### src/rtl/parity_pkg.sv
// parity_pkg: definitions shared by the parity generator and checker.
//   link_state_t  - link-health FSM encoding exposed on link_state.
//   PARITY_EVEN / PARITY_ODD - parity sense selectors.
//   DEFAULT_WIDTH - data word width used by both ends of the link.
package parity_pkg;

    typedef enum logic [1:0] {
        GOOD    = 2'd0,
        SUSPECT = 2'd1,
        ALARM   = 2'd2
    } link_state_t;

    localparam logic PARITY_EVEN = 1'b0;
    localparam logic PARITY_ODD  = 1'b1;

    localparam int DEFAULT_WIDTH = 32;

endpackage

### src/rtl/parity_err_monitor.sv
// parity_err_monitor: link-health status for the receive datapath.
// Sits at the output stage of parity_checker. Its registers update on the
// same edge as the output stage, so the status always describes the word
// currently presented on data_out.
// Ports:
//   clk, rst        - clock, synchronous active-high reset
//   word_valid_i    - a word is being loaded into the output stage
//   word_err_i      - that word has a parity mismatch
//   err_clr_i       - clears sticky flag, counter and FSM (wins over errors)
//   err_sticky_o    - any error seen since the last clear
//   err_count_o     - saturating count of erroneous words
//   alarm_o         - FSM is in ALARM
//   link_state_o    - FSM state encoding
module parity_err_monitor
    import parity_pkg::*;
#(
    parameter int CNT_W        = 16,
    parameter int ALARM_THRESH = 4
) (
    input  logic             clk,
    input  logic             rst,
    input  logic             word_valid_i,
    input  logic             word_err_i,
    input  logic             err_clr_i,
    output logic             err_sticky_o,
    output logic [CNT_W-1:0] err_count_o,
    output logic             alarm_o,
    output logic [1:0]       link_state_o
);

    localparam logic [7:0] THRESH = 8'(ALARM_THRESH);

    link_state_t      state_q, state_d;
    logic [7:0]       consec_q, consec_d;
    logic             sticky_q, sticky_d;
    logic [CNT_W-1:0] count_q, count_d;

    always_ff @(posedge clk) begin
        if (rst) begin
            state_q  <= GOOD;
            consec_q <= '0;
            sticky_q <= 1'b0;
            count_q  <= '0;
        end else begin
            state_q  <= state_d;
            consec_q <= consec_d;
            sticky_q <= sticky_d;
            count_q  <= count_d;
        end
    end

    always_comb begin
        state_d  = state_q;
        consec_d = consec_q;
        sticky_d = sticky_q;
        count_d  = count_q;

        if (err_clr_i) begin
            // Clear wins: a coincident error is reported on parity_err only.
            state_d  = GOOD;
            consec_d = '0;
            sticky_d = 1'b0;
            count_d  = '0;
        end else if (word_valid_i) begin
            if (word_err_i) begin
                sticky_d = 1'b1;
                if (count_q != '1) count_d = count_q + CNT_W'(1);
            end

            unique case (state_q)
                GOOD: begin
                    if (word_err_i) begin
                        consec_d = 8'd1;
                        state_d  = (THRESH == 8'd1) ? ALARM : SUSPECT;
                    end
                end
                SUSPECT: begin
                    if (word_err_i) begin
                        consec_d = consec_q + 8'd1;
                        if (consec_q + 8'd1 == THRESH) state_d = ALARM;
                    end else begin
                        consec_d = '0;
                        state_d  = GOOD;
                    end
                end
                ALARM: begin
                    // Absorbing: only err_clr or rst leaves.
                end
                default: begin
                    state_d  = GOOD;
                    consec_d = '0;
                end
            endcase
        end
    end

    assign err_sticky_o = sticky_q;
    assign err_count_o  = count_q;
    assign alarm_o      = (state_q == ALARM);
    assign link_state_o = state_q;

endmodule

### config.mk
export PLATFORM = sky130hd
export DESIGN_NAME = parity_err_monitor
export DESIGN_NICKNAME = d
export VERILOG_FILES = /design/src/rtl/parity_pkg.sv /design/src/rtl/parity_err_monitor.sv
export SDC_FILE = /design/constraint.sdc
export NUM_CORES = 1
export LEC_CHECK = 0
export BUFFER_PORTS_ARGS = -buffer_cell sky130_fd_sc_hd__buf_2
export CORE_MARGIN = 1.5
export CORE_UTILIZATION = 50
export CTS_CLUSTER_SIZE = 28
export DETAILED_ROUTE_END_ITERATION = 16
export PLACE_DENSITY = 0.72
export SYNTH_ARGS = -nofsm -noshare
export SYNTH_HDL_FRONTEND = slang
export SYNTH_SLANG_ARGS = --single-unit
### constraint.sdc
create_clock -name clk -period 1.8 [get_ports clk]
set_input_delay 0.18 -clock clk [delete_from_list [all_inputs] [get_ports clk]]
set_output_delay 0.18 -clock clk [all_outputs]
set_load 0.02 [all_outputs]
### Word-level counts from Yosys, hierarchy flattened

Cells that the tools add are included.

| storage, ports and cells | value |
|---|---|
| register bits after elaboration | 27 |
| bits of input ports | 5 |
| output and inout port bits | 20 |
| logic and storage cells | 26 |

| cells by class | value |
|---|---|
| $add $sub $neg | 2 |
| equality and inequality tests | 6 |
| multiplexer cells | 7 |
| bitwise gates (word level) | 1 |
| reductions and logical operators | 6 |

Operator list:

| kind | count |
|---|---|
| one-hot mux 8 bit (3 select lines) | 1 |
| adder 16 x 1 -> 16 bit, second input constant | 1 |
| 2-to-1 mux 8 bit | 2 |
| inequality test 16 bit, second input constant | 1 |
| adder 8 x 1 -> 8 bit, second input constant | 1 |
| == test 8 x 3 -> 1 bit, second input constant | 1 |
| 2-to-1 mux 2 bit | 3 |
| one-hot mux 2 bit (3 select lines) | 1 |
| AND reduction 3 bit | 2 |
| AND reduction 4 bit | 1 |
| inequality test 3 bit, second input constant | 1 |
| == test 2 x 1 -> 1 bit, second input constant | 1 |
| == test 2 bit, second input constant | 1 |
| zero test 2 bit | 1 |
| inequality test 2 bit, second input constant | 1 |
| AND reduction 2 bit | 1 |
| OR reduction 2 bit | 1 |
| inverter 1 bit | 1 |

### Depth between registers and ports, before layout

| depth | value |
|---|---|
| word-level depth | 5 |
| depth in mapped cells | 6 |
| gate-level depth less buffers | 5 |

### Least setup slack after synthesis

OpenSTA, ideal clock, no wires.

| timing path | value |
|---|---|
| kind | register -> register |
| from | register consec_q[0] |
| to | register state_q[0], in the netlist link_state_o[0] |
| library setup time | 0.128 ns |
| arrival | 1.510 ns |
| required time | 1.672 ns |
| path slack | 0.162 ns |
| stages on the path, launching flop included | 7 |
| buffers on the path | 1 |
| period minus slack after synthesis | 1.638 ns |
| path through | dfxtp_1 -> ha_1 -> and3_4 -> buf_6 -> or4_1 -> a21boi_1 -> a31oi_1 |

| between the ends | value |
|---|---|
| word-level cells in the longest chain between the ends | 4 |

Ends and longest elaborated chain:

| item | line | RTL |
|---|---|---|
| from (decl) | parity_err_monitor.sv:34 | `logic [7:0] consec_q, consec_d;` |
| from (signal assigned) | parity_err_monitor.sv:46 | `consec_q <= consec_d;` |
| adder 8 x 1 -> 8 bit | parity_err_monitor.sv:80 | `if (consec_q + 8'd1 == THRESH) state_d = ALARM;` |
| == test 8 x 3 -> 1 bit | parity_err_monitor.sv:80 |  |
| inequality test 3 bit (no source line) | n/a |  |
| AND reduction 4 bit (no source line) | n/a |  |
| to (signal assigned) | parity_err_monitor.sv:45 | `state_q <= state_d;` |
| to (decl) | parity_err_monitor.sv:33 | `link_state_t state_q, state_d;` |

No other way between the ends.
A chain may end at the register's enable or synchronous reset.

### Final worst setup path

Ends and elaborated chain as after synthesis.

==> results.txt <==
Status: complete, no violations
Die height: 59.9 um
Reg2Reg Setup Slack: 90 ps
Placed Cells: 252
Post-synthesis mux area share: 3.72%
Post-Synth Simple-Gate Area: 29.9%
WL/cell: 14.6 um
Number of I/O pins: 25
Mapped Nets: 198
Vias in the first global route: 1,347
CP Max Fanout: 9
Critical Setup Path Class: reg2reg
Max-slew violation count: 0
Post-synth EDFFs: 0
Worst Setup End Kind: flip-flop
CP max stage delay: 420 ps
DRT Wirelength: 3.74 mm
Pre-antenna DRT Iters: 4
WHS: 158 ps
Placed Area: 1730 sq um
Final hold viol count: 0
Fill cell count: 289
CTS H-tree depth: 1
GRT Util Overall: 22.8%
Post-synthesis compound-gate area fraction: 23.5%
Adder-Cell Fraction of Synth Area: 2.32%
Worst Setup SP: consec_q[0]
Tcrit/Tclk final: 94.8%
First-pass GRT wire length: 6.25 mm
Syn_area_per_cell: 8.51 sq um
Die area: 3580 sq um
R2R depth: 5
CTS tree: built
Setup Buffers After CTS: 0
Xor-xnor portion of the synthesized cell area: 0.542%
Max VDD drop: 0.357 mV
Post-synthesis cell type count: 53
Worst r2r dst: link_state_o[0]
RSZ-0062 raised after global routing: no
Final WS setup: 93.0 ps
Post-synthesis cell area: 1620 sq um
Cell family with most CP delay: simple AND/OR/NAND/NOR gates
# resized after CTS: 0
Share of layout cells above drive strength 1: 20.3%
Worst slack at placement: 130 ps
Reg2reg start: consec_q[0]
Clk slew on worst S/H paths: 140 ps
IO buf count: 24
Design area: 1760 sq um
Initial antenna violation count: 0
Post-synthesis sequential area ratio: 33.4%
Gr ovfl total: 0
Cell Rows: 20
Worst Setup EP: link_state_o[0]
Final Setup Violations: 0
Largest family of logic cells by synthesized area: simple AND/OR/NAND/NOR gates
Clk_skew: 2.51 ps
Setup TNS: 0 ps
Total power draw: 0.933 mW
# nets final: 221
First-iteration detailed-routing DRC count: 92
GPL Wtd Cong: 0.920
Vias per cell: 6.19
Hold WC Path Type: in2reg
Critical path required time: 2020 ps
Pin count of the biggest net entering global routing: 15
Commonest non-fill, non-tap cell in the layout: dfxtp_1
Sink Count: 27
Final Util: 57.7%
Initial Utilization: 53.0%
Worst EP arrival: 1930 ps
Multi-input logic area: 970 sq um
Gate Count Post-Synth: 190
Worst path cell trace: ha_1 -> and3_4 -> or4_1 -> a21boi_1 -> a31oi_1
Max Cap Violations: 0
Sum of buffers and inverters on the critical path: 0
Core Box Area: 3050 sq um
PD cells: 530 nW/um^2
Stages on the worst setup path: 5
CTS max path bufs: 2
CP Launch Type: flip-flop
Slowest-stage cell, CP: dfxtp_1
Most frequent cells in the layout: dfxtp_1 (27), buf_2 (24), nand2_1 (23)
Routed via count: 1,584
Fin cells: 256
Yosys Warn Count: 0
N_diodes: 0
Storage cell area: 541 sq um
Clk root buf: clkbuf_4
Register bit count reported by yosys: 27
Hold Buf Count CTS: 0
F_max: 586 MHz
Ys async rst share: 0%
Leakage: 0.645 nW
Final min period: 1710 ps
Max transition margin: 67.6%
Routed Antenna Nets: 0
Die width: 59.9 um
Clk_lat worst skew: 330 ps
Area grow syn2layout: 8.90%
CTS Buf Count: 3
DRC errors left: 0
Slew at the pin closest to its max-slew limit: 482 ps
Post-detail-place hpwl: 2.76 mm
Main flop type after synthesis: dfxtp_1
Yosys cell counts, types with 3 or more instances:
library cell | number | area (sq um)
dfxtp_1 | 27 | 541
a31oi_1 | 4 | 25.0
nand2_1 | 23 | 86.3
a21oi_1 | 16 | 80.1
ha_1 | 3 | 37.5
nor2b_1 | 3 | 18.8
a311oi_1 | 3 | 26.3
nand3_1 | 7 | 35.0
buf_2 | 3 | 15.0
or4_1 | 5 | 37.5
o21ai_0 | 6 | 30.0
or3_1 | 4 | 25.0
nor3_1 | 3 | 15.0
inv_1 | 3 | 11.3
o21ai_1 | 5 | 25.0
a2111o_1 | 3 | 33.8
mux2i_1 | 6 | 60.1
a211oi_1 | 5 | 37.5
nand4_1 | 5 | 31.3
nor2_1 | 12 | 45.0
and4_4 | 3 | 33.8
routing by layer:
metal  vias to the layer above  wire (um)  global-route usage [%]
met5                         -          0                       0
met4                         0         74                    10.5
met3                         7        262                    3.03
met2                        57       1700                    34.5
met1                       747       1710                    32.0
li1                        773          -                       -
cell families (layout without fill, tap and decap cells):
family                     Yosys count  after routing
AOI/OAI and AO/OA                   56             56
xor gates and xnor gates             1              1
buffers and inverters               14             36
and+or+nand+nor                     83             83
DFF                                 27             27
muxes                                6              6
adders and majority gates            3              3
report_power, final:
part	switching (mW)	internal, mW	total [mW]
clock	0.177	0.0870	0.264
sequential	0.00493	0.601	0.606
combinational	0.0423	0.0213	0.0635
area by class of cell:
type / instances / area share [%]
inverters: 3 / 0.640
multi-input cells: 149 / 55.1
well taps: 44 / 3.13
flip-flops and latches: 27 / 30.7
clock buffers: 4 / 1.49
repair buffers: 29 / 8.96
worst min-delay path by stage:
| stage | start | to | slack, ps | cells after the start |
|---|---|---|---|---|
| final | rst | err_count_o[13] | 160 | 3 |
| after global routing | rst | err_count_o[7] | 150 | 3 |
| after CTS | rst | err_count_o[13] | 150 | 3 |
| after detailed placement | err_sticky_o | err_sticky_o | 460 | 2 |
| after global placement | err_sticky_o | err_sticky_o | 450 | 2 |
| after floorplan | rst | err_count_o[0] | 360 | 2 |
registers in the layout (all words and copies together), names as in the netlist:
register and count:
link_state_o 2, err_sticky_o 1, consec_q 8, err_count_o 16
worst register-to-register path, delay by kind of cell, from the launching register on:
family / cells / cell delay (ps)
simple gates: 2 / 640
flops: 1 / 420
fa+ha+maj: 1 / 290
compound gates: 2 / 240
(Power assumes the default switching activity.)
